File: config.mk
export PLATFORM = sky130hd
export DESIGN_NAME = fetch_queue_flat
export DESIGN_NICKNAME = d
export VERILOG_FILES = /design/src/rtl/superscalar_pkg.sv /design/src/rtl/fetch_queue_if.sv /design/src/rtl/fetch_queue_mem.sv /design/src/rtl/fetch_queue.sv /design/src/flat_wrapper.sv
export SDC_FILE = /design/constraint.sdc
export NUM_CORES = 1
export LEC_CHECK = 0
export CORE_ASPECT_RATIO = 0.7
export CORE_MARGIN = 4
export CORE_UTILIZATION = 53
export CTS_CLUSTER_SIZE = 10
export DETAILED_ROUTE_END_ITERATION = 8
export HOLD_SLACK_MARGIN = 0.05
export PLACE_DENSITY_LB_ADDON = 0.08
export SYNTH_ARGS = -nofsm -noshare
export SYNTH_HDL_FRONTEND = slang
export SYNTH_SLANG_ARGS = --single-unit
File: constraint.sdc
create_clock -name clk -period 4.7 [get_ports clk]
set_input_delay 1.41 -clock clk [delete_from_list [all_inputs] [get_ports clk]]
set_output_delay 1.41 -clock clk [all_outputs]
set_load 0.05 [all_outputs]
File: src/rtl/superscalar_pkg.sv
// superscalar_pkg: shared widths, fetch-queue entry type and slot-count helper
package superscalar_pkg;
  localparam int PC_WIDTH = 16;
  localparam int INSTR_WIDTH = 32;
  typedef struct packed {
    logic pred;
    logic [PC_WIDTH-1:0] pc2;
    logic [INSTR_WIDTH-1:0] instr;
  } fq_entry_t;
  function automatic logic [1:0] fq_cnt(input logic [1:0] v);
    return v == 2'b11 ? 2'd2 : v == 2'b01 ? 2'd1 : 2'd0;
  endfunction
endpackage

File: src/rtl/fetch_queue_if.sv
// fetch_queue_if: fetch-side push, decode-side pop and flush signals of the fetch queue
interface fetch_queue_if #(
  parameter int DEPTH = 8,
  parameter int PC_WIDTH = superscalar_pkg::PC_WIDTH,
  parameter int INSTR_WIDTH = superscalar_pkg::INSTR_WIDTH
);
  logic flush;
  logic [1:0] push_valid;
  logic [PC_WIDTH-1:0] push_pc2_0, push_pc2_1;
  logic [INSTR_WIDTH-1:0] push_instr0, push_instr1;
  logic push_pred0, push_pred1;
  logic in_ready;
  logic [1:0] out_valid;
  logic [PC_WIDTH-1:0] out_pc2_0, out_pc2_1;
  logic [INSTR_WIDTH-1:0] out_instr0, out_instr1;
  logic out_pred0, out_pred1;
  logic deq_ready;
  logic [$clog2(DEPTH):0] count;
  modport master (
    output flush, push_valid, push_pc2_0, push_pc2_1, push_instr0, push_instr1,
           push_pred0, push_pred1, deq_ready,
    input in_ready, out_valid, out_pc2_0, out_pc2_1, out_instr0, out_instr1,
          out_pred0, out_pred1, count
  );
  modport slave (
    input flush, push_valid, push_pc2_0, push_pc2_1, push_instr0, push_instr1,
          push_pred0, push_pred1, deq_ready,
    output in_ready, out_valid, out_pc2_0, out_pc2_1, out_instr0, out_instr1,
           out_pred0, out_pred1, count
  );
endinterface

File: src/rtl/fetch_queue_mem.sv
// fetch_queue_mem: DEPTH-entry register array, two write ports, two asynchronous read ports
module fetch_queue_mem #(
  parameter int DEPTH = 8
) (
  input  logic clk,
  input  logic we0,
  input  logic [$clog2(DEPTH)-1:0] wa0,
  input  superscalar_pkg::fq_entry_t wd0,
  input  logic we1,
  input  logic [$clog2(DEPTH)-1:0] wa1,
  input  superscalar_pkg::fq_entry_t wd1,
  input  logic [$clog2(DEPTH)-1:0] ra0,
  output superscalar_pkg::fq_entry_t rd0,
  input  logic [$clog2(DEPTH)-1:0] ra1,
  output superscalar_pkg::fq_entry_t rd1
);
  import superscalar_pkg::*;
  fq_entry_t mem [DEPTH];
  assign rd0 = mem[ra0];
  assign rd1 = mem[ra1];
  // storage is deliberately unreset; slot 1 always targets a different address than slot 0
  always_ff @(posedge clk) begin
    if (we0) mem[wa0] <= wd0;
    if (we1) mem[wa1] <= wd1;
  end
endmodule

File: src/rtl/fetch_queue.sv
// fetch_queue: two-wide in-order fetch-to-decode queue; FETCHQ_BYPASS_EN enables empty-queue bypass
module fetch_queue #(
  parameter int DEPTH = 8,
  parameter int PC_WIDTH = superscalar_pkg::PC_WIDTH,
  parameter int INSTR_WIDTH = superscalar_pkg::INSTR_WIDTH
) (
  input logic clk,
  input logic rst,
  fetch_queue_if.slave q
);
  import superscalar_pkg::*;
  localparam int AW = $clog2(DEPTH);
  localparam int CW = AW + 1;
  logic [AW-1:0] head, tail;
  logic [CW-1:0] cnt;
  logic [1:0] legal_v, mem_v, push_n, pop_n, wr_n;
  logic byp;
  fq_entry_t wd0, wd1, rd0, rd1;
  assign legal_v = q.push_valid == 2'b10 ? 2'b00 : q.push_valid;
  assign mem_v = {cnt >= CW'(2), cnt != '0};
`ifdef FETCHQ_BYPASS_EN
  assign byp = cnt == '0 && !q.flush;
`else
  assign byp = 1'b0;
`endif
  assign q.in_ready = cnt <= CW'(DEPTH - 2);
  assign push_n = q.in_ready && !q.flush ? fq_cnt(legal_v) : 2'd0;
  assign pop_n = q.deq_ready ? fq_cnt(mem_v) : 2'd0;
  assign wr_n = byp && q.deq_ready ? 2'd0 : push_n;
  assign wd0 = '{pred: q.push_pred0, pc2: q.push_pc2_0, instr: q.push_instr0};
  assign wd1 = '{pred: q.push_pred1, pc2: q.push_pc2_1, instr: q.push_instr1};
  assign q.count = cnt;
  assign q.out_valid = byp ? legal_v : mem_v;
  assign q.out_pc2_0 = byp ? q.push_pc2_0 : rd0.pc2;
  assign q.out_pc2_1 = byp ? q.push_pc2_1 : rd1.pc2;
  assign q.out_instr0 = byp ? q.push_instr0 : rd0.instr;
  assign q.out_instr1 = byp ? q.push_instr1 : rd1.instr;
  assign q.out_pred0 = byp ? q.push_pred0 : rd0.pred;
  assign q.out_pred1 = byp ? q.push_pred1 : rd1.pred;
  fetch_queue_mem #(.DEPTH(DEPTH)) mem (
    .clk(clk),
    .we0(wr_n != 2'd0), .wa0(tail), .wd0(wd0),
    .we1(wr_n[1]), .wa1(tail + AW'(1)), .wd1(wd1),
    .ra0(head), .rd0(rd0),
    .ra1(head + AW'(1)), .rd1(rd1)
  );
  // pointers and occupancy; flush empties the queue and drops any same-cycle push
  always_ff @(posedge clk) begin
    if (rst || q.flush) begin
      head <= '0;
      tail <= '0;
      cnt <= '0;
    end else begin
      head <= head + AW'(pop_n);
      tail <= tail + AW'(wr_n);
      cnt <= cnt + CW'(wr_n) - CW'(pop_n);
    end
  end
endmodule

File: src/flat_wrapper.sv
// flat-port wrapper written by rule: the top's interface ports become plain ports
module fetch_queue_flat import superscalar_pkg::*;
#(
  parameter int DEPTH = 8,
  parameter int PC_WIDTH = superscalar_pkg::PC_WIDTH,
  parameter int INSTR_WIDTH = superscalar_pkg::INSTR_WIDTH
)
  (clk, rst, q_flush, q_push_valid, q_push_pc2_0, q_push_pc2_1, q_push_instr0, q_push_instr1, q_push_pred0, q_push_pred1, q_deq_ready, q_in_ready, q_out_valid, q_out_pc2_0, q_out_pc2_1, q_out_instr0, q_out_instr1, q_out_pred0, q_out_pred1, q_count);
  fetch_queue_if #(.DEPTH(DEPTH), .PC_WIDTH(PC_WIDTH), .INSTR_WIDTH(INSTR_WIDTH)) q_i ();
  input logic clk;
  input logic rst;
  input wire logic [$bits(q_i.flush)-1:0] q_flush;
  input wire logic [$bits(q_i.push_valid)-1:0] q_push_valid;
  input wire logic [$bits(q_i.push_pc2_0)-1:0] q_push_pc2_0;
  input wire logic [$bits(q_i.push_pc2_1)-1:0] q_push_pc2_1;
  input wire logic [$bits(q_i.push_instr0)-1:0] q_push_instr0;
  input wire logic [$bits(q_i.push_instr1)-1:0] q_push_instr1;
  input wire logic [$bits(q_i.push_pred0)-1:0] q_push_pred0;
  input wire logic [$bits(q_i.push_pred1)-1:0] q_push_pred1;
  input wire logic [$bits(q_i.deq_ready)-1:0] q_deq_ready;
  output wire logic [$bits(q_i.in_ready)-1:0] q_in_ready;
  output wire logic [$bits(q_i.out_valid)-1:0] q_out_valid;
  output wire logic [$bits(q_i.out_pc2_0)-1:0] q_out_pc2_0;
  output wire logic [$bits(q_i.out_pc2_1)-1:0] q_out_pc2_1;
  output wire logic [$bits(q_i.out_instr0)-1:0] q_out_instr0;
  output wire logic [$bits(q_i.out_instr1)-1:0] q_out_instr1;
  output wire logic [$bits(q_i.out_pred0)-1:0] q_out_pred0;
  output wire logic [$bits(q_i.out_pred1)-1:0] q_out_pred1;
  output wire logic [$bits(q_i.count)-1:0] q_count;
  assign q_i.flush = q_flush;
  assign q_i.push_valid = q_push_valid;
  assign q_i.push_pc2_0 = q_push_pc2_0;
  assign q_i.push_pc2_1 = q_push_pc2_1;
  assign q_i.push_instr0 = q_push_instr0;
  assign q_i.push_instr1 = q_push_instr1;
  assign q_i.push_pred0 = q_push_pred0;
  assign q_i.push_pred1 = q_push_pred1;
  assign q_i.deq_ready = q_deq_ready;
  assign q_in_ready = q_i.in_ready;
  assign q_out_valid = q_i.out_valid;
  assign q_out_pc2_0 = q_i.out_pc2_0;
  assign q_out_pc2_1 = q_i.out_pc2_1;
  assign q_out_instr0 = q_i.out_instr0;
  assign q_out_instr1 = q_i.out_instr1;
  assign q_out_pred0 = q_i.out_pred0;
  assign q_out_pred1 = q_i.out_pred1;
  assign q_count = q_i.count;
  fetch_queue #(.DEPTH(DEPTH), .PC_WIDTH(PC_WIDTH), .INSTR_WIDTH(INSTR_WIDTH)) u_core (.clk(clk), .rst(rst), .q(q_i));
endmodule
# Yosys cells after proc, flatten, opt, wreduce, memory -nomap -nowiden

Memories as Yosys holds them, arrays and structs flattened. A register that Yosys moved wholly into a read port is not among the register bits.
Cells that the tools add are included.

Bits in registers: 10
Bits in latches: 0
Bits in writable memories: 392
Bits in read-only memories: 0
Output and inout port bits: 105
Memories kept: 1

Memory list:

| name           | words | width | rd ports | clocked after memory_dff | write ports | RTL line              | source |
|---|---|---|---|---|---|---|---|
| u_core.mem.mem | 8     | 49    | 2        | 1                        | 2           | fetch_queue_mem.sv:18 | `fq_entry_t mem [DEPTH];` |

Add/subtract/negate cells: 6
Multipliers: 0
Divide/modulo/power cells: 0
$lt $le $gt $ge: 2
Equal/unequal tests: 5
Shift-type cells: 0
Muxes and demuxes: 12
Bitwise operators: 0
Reduce and logical (&&, ||, !) cells: 5

Operators by type and width:

| operator                                                           | count |
|---|---|
| two-way mux 2 bit                                                  | 5 |
| adder 3 x 1 -> 3 bit (second input constant)                       | 2 |
| adder 3 x 2 -> 3 bit                                               | 2 |
| equality test 2 bit (second input constant)                        | 3 |
| two-way mux 1 bit                                                  | 6 |
| adder 4 x 2 -> 4 bit                                               | 1 |
| equality test 2 x 1 -> 1 bit (second input constant)               | 2 |
| greater-or-equal comparator 4 x 2 -> 1 bit (second input constant) | 1 |
| <= comparator 4 x 3 -> 1 bit (second input constant)               | 1 |
| nonzero test 4 bit                                                 | 1 |
| subtractor 4 x 2 -> 4 bit                                          | 1 |
| two-way mux 3 bit                                                  | 1 |
| nonzero test 2 bit                                                 | 1 |
| logical AND 1 bit                                                  | 1 |
| logical NOT 1 bit                                                  | 1 |
| logical OR 1 bit                                                   | 1 |

# Depth between registers and ports, before layout

Gate-level depths: netlist of run 1.

Word-level depth: 9
Gate-level depth with buffers: 12
Gate-level depth less buffers: 11

# By module

Synthesis of run 1 repeated with hierarchy kept, for this count alone.

Cell total of the unflattened synthesis: 1277
Area total of the unflattened synthesis: 23147.2 sq um

Modules (own cells, without submodules):

| module          | times used | cells each | area an instance (sq um) |
|---|---|---|---|
| fetch_queue_mem | 1          | 1202       | 22444.0 |
| fetch_queue     | 1          | 75         | 703.2 |

# Least setup slack after synthesis of run 1

No wires, ideal clock.

Path kind: input port to flip-flop
Start: input q_push_valid[0]
End: memory u_core.mem.mem[6][0] in the netlist's numbering (enable)
Library setup time: 0.472 ns
Data arrival time: 4.275 ns
Required time: 4.228 ns
Slack: -0.047 ns
Cell stages on the path: 4
Buffers on the path: 1
Cell sequence: inv_1 > a211o_1 > clkbuf_1 > a21oi_1

RTL lines:

| element         | RTL line              | source |
|---|---|---|
| start, declared | flat_wrapper.sv:13    | `input wire logic [$bits(q_i.push_valid)-1:0] q_push_valid;` |
| end, declared   | fetch_queue_mem.sv:18 |  |

==> results of run 1 <==
==> where the power goes <==
| part | leakage, nW | switching [W] | internal, W | total [W] |
|---|---|---|---|---|
| registers | 3.63 | 0.0000615 | 0.00404 | 0.00410 |
| clock network | 0.612 | 0.00137 | 0.00184 | 0.00321 |
| logic | 4.72 | 0.00119 | 0.000926 | 0.00212 |
==> worst min-delay path, cell delays in order, from the launching register on <==
cell and delay [ns]:
dfxtp_1 0.42, xnor2_1 0.19, nor2_1 0.04
==> cells by family (layout without fill, tap and decap cells) <==
group | after synthesis | in the layout | synth area share [%]
buffers and inverters | 111 | 327 | 2.70
multiplexers | 686 | 686 | 43.3
AND/OR/NAND/NOR | 48 | 48 | 1.29
AO/OA/AOI/OAI | 14 | 14 | 0.517
adder cells (fa/ha/maj) | 14 | 14 | 0.843
other | 0 | 2 | 0
XOR/XNOR | 7 | 7 | 0.341
flip-flops | 402 | 402 | 51.0
==> sequential cells by signal (all words and copies together) (netlist names) <==
name and count:
u_core.mem.mem 392, u_core.q.count 4, u_core.head 3, u_core.tail 3
==> area by class of cell <==
| cell class | count | area share (%) |
|---|---|---|
| Sequential cell | 402 | 43.5 |
| Multi-Input combinational cell | 769 | 39.8 |
| Timing Repair Buffer | 257 | 9.30 |
| Clock buffer | 59 | 4.43 |
| Tap cell | 594 | 2.69 |
| Clock inverter | 2 | 0.141 |
| Inverter | 9 | 0.122 |
| Antenna cell | 2 | 0.0181 |
==> metrics by stage <==
stage                     power (W)  hold WS, ns  std cells
after floorplan             0.00559        0.578       1282
after global placement      0.00629        0.665       2031
after detailed placement    0.00630        0.670       2031
after CTS                   0.00950        0.688       2092
after global routing        0.00976        0.722       2094
final                       0.00943        0.687       2094
==> routing by layer <==
metal,part of all wire [%],vias to the layer above,GRT usage (%)
li1,-,5759,-
met1,41,7106,34.7
met2,50,498,43.4
met3,6.7,88,4.46
met4,2.2,2,6.54
met5,0.021,-,0
==> path summary, 6_finish.rpt <==
kind | start | endpoint | slack (ns) | cells past startpoint
worst min-delay path | u_core.tail[2]$_SDFF_PP0_ | u_core.tail[2]$_SDFF_PP0_ | 0.69 | 2
worst max-delay path | u_core.head[1]$_SDFF_PP0_ | q_out_pc2_0[1] | 0.20 | 4
worst min register to register | u_core.tail[2]$_SDFF_PP0_ | u_core.tail[2]$_SDFF_PP0_ | 0.69 | 2
worst max register to register | u_core.q.count[3]$_SDFF_PP0_ | u_core.q.count[3]$_SDFF_PP0_ | 1.82 | 12
==> placed cells by master (no fill, tap or decap), types with 3 or more instances in the layout <==
| cell type | n |
|---|---|
| mux2_4 | 60 |
| xnor2_1 | 3 |
| mux2_2 | 430 |
| nand3_4 | 3 |
| dfxtp_1 | 7 |
| and2_1 | 6 |
| nor2_4 | 7 |
| inv_1 | 9 |
| fa_1 | 3 |
| mux4_2 | 196 |
| nor2_1 | 11 |
| dfxtp_4 | 3 |
| clkbuf_16 | 47 |
| clkbuf_1 | 12 |
| buf_12 | 19 |
| clkdlybuf4s50_1 | 159 |
| nor2b_1 | 6 |
| edfxtp_1 | 392 |
| buf_4 | 79 |
| a22oi_1 | 5 |
| ha_1 | 10 |
==> impl_metrics.sql, run 1 <==
INSERT INTO impl_metrics (metric_group, metric, value, unit) VALUES
('clock_tree', 'gates_resized_cts_repair', '0', ''),
('yosys', 'synth_area_leaders', 'edfxtp_1, mux2_2, mux4_2', ''),
('sta', 'max_clock_freq', '222', 'MHz'),
('critical_path', 'worst-setup-path-type', 'register to primary output', ''),
('yosys', 'synthDominantCellAreaShare', '50.2', '%'),
('routing', 'drcViolationCount', '0', ''),
('yosys', 'ys_ff_latch', '402', ''),
('final_layout', 'multi_input_area', '0.0110', 'mm²'),
('yosys', 'yosys_most_used_dff', 'edfxtp_1', ''),
('routing', 'drt-initial-drc-count', '1217', ''),
('clock_tree', 'cts-hold-fix-buffers', '0', ''),
('clock_tree', 'post_cts.repair.setup_buffers', '0', ''),
('clock_tree', 'clk_pin_slew_worst_paths', '0.06', 'ns'),
('sta', 'layout_setup_ws', '0.197', 'ns'),
('clock_tree', 'clock_tree.root_cell', 'clkbuf_16', ''),
('floorplan', 'die_w', '259', 'µm'),
('critical_path', 'crit_path_cell_trace', 'buf_12 -> mux4_2 -> mux2_2 -> clkdlybuf4s50_1', ''),
('routing', 'detail_route.vias_per_cell', '6.42', ''),
('routing', 'wirelength', '61500', 'µm'),
('placement', 'place_ws', '0.722', 'ns'),
('sta', 'maxSlewViolCount', '0', ''),
('yosys', 'synth_seq_area_share', '51.0', '%'),
('clock_tree', 'cts_sinks', '402', ''),
('yosys', 'syn_avg_cell_area', '18.3', 'µm²'),
('floorplan', 'die_area', '0.0478', 'mm²'),
('yosys', 'synth_top_cells_by_count', 'mux2_2, edfxtp_1, mux4_2', ''),
('clock_tree', 'clock_insertion_delay_worst_skew', '0.56', 'ns'),
('yosys', 'postSynthCellCount', '1282', ''),
('sta', 'fin_tns_setup', '0', 'ns'),
('sta', 'worst_clock_skew', '0.0149', 'ns'),
('floorplan', 'die-height', '184', 'µm'),
('sta', 'relSlewSlack', '51.7', '%'),
('critical_path', 'cp.buffers_inverters', '2', ''),
('sta', 'rsz_0062_raised_after_global_routing', 'false', ''),
('yosys', 'netlist.top_cell.by_area', 'edfxtp_1', ''),
('placement', 'placedInstanceArea', '0.0263', 'mm²'),
('critical_path', 'timing.critical_path.max_delay_family', 'buffers and inverters', ''),
('power', 'powerDensity', '342', 'mW/mm²'),
('outcome', 'run_status', 'complete, no violations', ''),
('yosys', 'yosysWarningCount', '0', ''),
('yosys', 'netlist-cell-type-count', '37', ''),
('final_layout', 'layout.cell_area.non_filler', '0.0276', 'mm²'),
('final_layout', 'area.growth.synth_to_final', '17.5', '%'),
('routing', 'routed_wire_length_per_instance', '29.4', 'µm'),
('floorplan', 'num_rows', '64', ''),
('grt', 'grt_start_max_net_pins', '50', ''),
('grt', 'groute.usage.overall', '25.5', '%'),
('clock_tree', 'cts_buffer_depth', '3', ''),
('final_layout', 'seqCellArea', '0.0120', 'mm²'),
('critical_path', 'worst_path_largest_cell_delay', '0.77', 'ns'),
('critical_path', 'worst-endpoint-arrival', '3.09', 'ns'),
('min_path', 'worst_hold_path_type', 'register to register', ''),
('power', 'vdd_drop_max', '311', 'µV'),
('clock_tree', 'tritoncts', 'built', ''),
('job', 'timing.max_cap.violations', '0', ''),
('placement', 'io_buffer_count', '208', ''),
('clock_tree', 'htree_levels', '2', ''),
('yosys', 'synth.net_count', '1400', ''),
('power', 'static-leakage-power', '8.96', 'nW'),
('grt', 'grt_antenna_before_repair', '3', ''),
('grt', 'gr_overflow_total', '0', ''),
('final_layout', 'num-nets-final', '1603', ''),
('sta', 'final-setup-viol-count', '0', ''),
('routing', 'antenna_left', '0', ''),
('final_layout', 'post_route_cells_drive_above_1_share', '57.3', '%'),
('floorplan', 'ios', '209', ''),
('routing', 'detailedRoute.firstPassIterationCount', '5', ''),
('placement', 'place_congestion', '0.751', ''),
('grt', 'grt_pass1_wl', '90400', 'µm'),
('grt', 'grt_pass1_vias', '13900', ''),
('critical_path', 'cp_slowest_cell', 'clkdlybuf4s50_1', '');
Power figures use the tool's default switching activity.
==> inputs of run 2 (changes only) <==
CTS_CLUSTER_SIZE = 25   (was 10)
SKIP_CTS_REPAIR_TIMING = 1   (was default)
==> impl_metrics.sql, run 2 (synthesis gave the netlist of run 1 again) <==
INSERT INTO impl_metrics (metric_group, metric, value, unit) VALUES
('final_layout', 'registers.top_by_ff_count', 'u_core.mem.mem', ''),
('grt', 'gr_overflow_total', '0', ''),
('sta', 'final_hold_viol_count', '0', ''),
('clock_tree', 'clock_tree.root_cell', 'clkbuf_16', ''),
('placement', 'placedInstanceArea', '0.0263', 'mm²'),
('sta', 'relSlewSlack', '51.5', '%'),
('routing', 'drcViolationCount', '0', ''),
('routing', 'routed_wire_length_per_instance', '29.1', 'µm'),
('sta', 'fin_crit_sh', '95.4', '%'),
('grt', 'grt_pass1_vias', '13900', ''),
('critical_path', 'worst-endpoint-arrival', '3.07', 'ns'),
('critical_path', 'worst-r2r-cell-count', '12', ''),
('job', 'timing.max_cap.violations', '0', ''),
('floorplan', 'start_util', '53.7', '%'),
('sta', 'max_slew.worst_pin.slew', '0.727', 'ns'),
('final_layout', 'layout.cell_area.non_filler', '0.0276', 'mm²'),
('floorplan', 'ios', '209', ''),
('routing', 'wirelength', '61300', 'µm'),
('grt', 'grt_start_max_net_pins', '50', ''),
('min_path', 'worst_hold_path_type', 'register to register', ''),
('critical_path', 'cp-end-kind', 'primary output', ''),
('clock_tree', 'cts_buffer_depth', '3', ''),
('final_layout', 'area.growth.synth_to_final', '17.8', '%'),
('clock_tree', 'cts-buffers-inserted', '42', ''),
('placement', 'place_congestion', '0.751', ''),
('grt', 'grt_pass1_wl', '90200', 'µm'),
('routing', 'detailedRoute.firstPassIterationCount', '5', ''),
('floorplan', 'die_area', '0.0478', 'mm²'),
('routing', 'detail_route.vias_per_cell', '6.38', ''),
('routing', 'drt-initial-drc-count', '1417', ''),
('outcome', 'run_status', 'complete, no violations', ''),
('grt', 'groute.usage.overall', '25.4', '%'),
('clock_tree', 'cts_sinks', '402', ''),
('sta', 'final-setup-viol-count', '0', ''),
('critical_path', 'worst-setup-path-type', 'register to primary output', ''),
('placement', 'dp.final_hpwl', '35800', 'µm'),
('clock_tree', 'htree_levels', '2', ''),
('sta', 'max_clock_freq', '223', 'MHz'),
('sta', 'fin_tns_setup', '0', 'ns'),
('sta', 'worst_clock_skew', '0.0217', 'ns'),
('routing', 'antenna_left', '0', ''),
('power', 'static-leakage-power', '9.00', 'nW'),
('power', 'vdd_drop_max', '261', 'µV'),
('final_layout', 'final_common_cell', 'mux2_2', ''),
('sta', 'maxSlewViolCount', '0', ''),
('power', 'powerDensity', '345', 'mW/mm²'),
('clock_tree', 'tritoncts', 'built', ''),
('final_layout', 'final_cell_mix', 'mux2_2, edfxtp_1, mux4_2, clkdlybuf4s50_1, buf_4', ''),
('sta', 'rsz_0062_raised_after_global_routing', 'false', ''),
('floorplan', 'num_rows', '64', ''),
('power', 'report.power.total', '0.00953', 'W'),
('final_layout', 'largest_reg_flops', '392', ''),
('final_layout', 'num-nets-final', '1599', ''),
('critical_path', 'worst-endpoint-required', '3.29', 'ns'),
('routing', 'route.vias.total', '13400', ''),
('placement', 'io_buffer_count', '208', ''),
('grt', 'grt_antenna_before_repair', '4', ''),
('floorplan', 'die-height', '184', 'µm'),
('critical_path', 'critical_path.max_fanout', '40', ''),
('min_path', 'min_delay_path_depth', '2', ''),
('final_layout', 'post_route_cells_drive_above_1_share', '57.1', '%'),
('clock_tree', 'clk_pin_slew_worst_paths', '0.07', 'ns'),
('floorplan', 'die_w', '259', 'µm'),
('sta', 'timing.final.crit_period', '4.48', 'ns'),
('clock_tree', 'clock_insertion_delay_worst_skew', '0.55', 'ns'),
('critical_path', 'worstSetupStartpointType', 'register', ''),
('floorplan', 'design.core.area', '0.0437', 'mm²');
==> run 2: area by class of cell <==
class | instances | area [µm²]
antenna | 3 | 7.51
sequential | 402 | 12000
fill | 3164 | 16100
clock inverter | 18 | 208
inverter | 9 | 33.8
clock buffer | 54 | 1120
tap | 594 | 743
timing repair buffer | 257 | 2560
multi-input combinational | 769 | 11000
==> run 2: critical path, cell delays in order (launching register included) <==
cell and delay [ns]:
dfxtp_4 0.56, buf_12 0.37, mux4_2 0.55, mux2_2 0.31
clkdlybuf4s50_1 0.72
==> run 2: where the power goes <==
group	total [W]	switching (W)	internal (W)
registers	0.00410	0.0000612	0.00404
clock network	0.00331	0.00137	0.00194
logic	0.00212	0.00119	0.000926
==> run 2: through the flow <==
stage	utilization, %	setup slack, ns	std cells	hold WS [ns]
global route	63.2	0.0800	2106	0.724
finish	63.2	0.216	2106	0.694
floorplan	-	0.283	1282	0.578
CTS	63.2	0.153	2103	0.689
detailed placement	60.2	0.722	2031	0.670
global placement	60.2	0.704	2031	0.665
==> run 2: final timing paths <==
path / slack (ns) / endpoint / start
worst max register to register: 1.82 / u_core.q.count[3]$_SDFF_PP0_ / u_core.q.count[3]$_SDFF_PP0_
worst min-delay path: 0.69 / u_core.tail[2]$_SDFF_PP0_ / u_core.tail[2]$_SDFF_PP0_
worst min register to register: 0.69 / u_core.tail[2]$_SDFF_PP0_ / u_core.tail[2]$_SDFF_PP0_
worst max-delay path: 0.22 / q_out_instr0[5] / u_core.head[1]$_SDFF_PP0_
==> run 2: routing by layer <==
layer  wire length, µm  part of all wire (%)  vias to the layer above  GRT usage (%)
li1                  -                     -                     5760              -
met1             25500                    42                     7117           35.2
met2             30900                    50                      497           42.9
met3              3850                   6.3                       65           4.24
met4              1020                   1.7                        2           5.74
met5                13                 0.021                        -              0
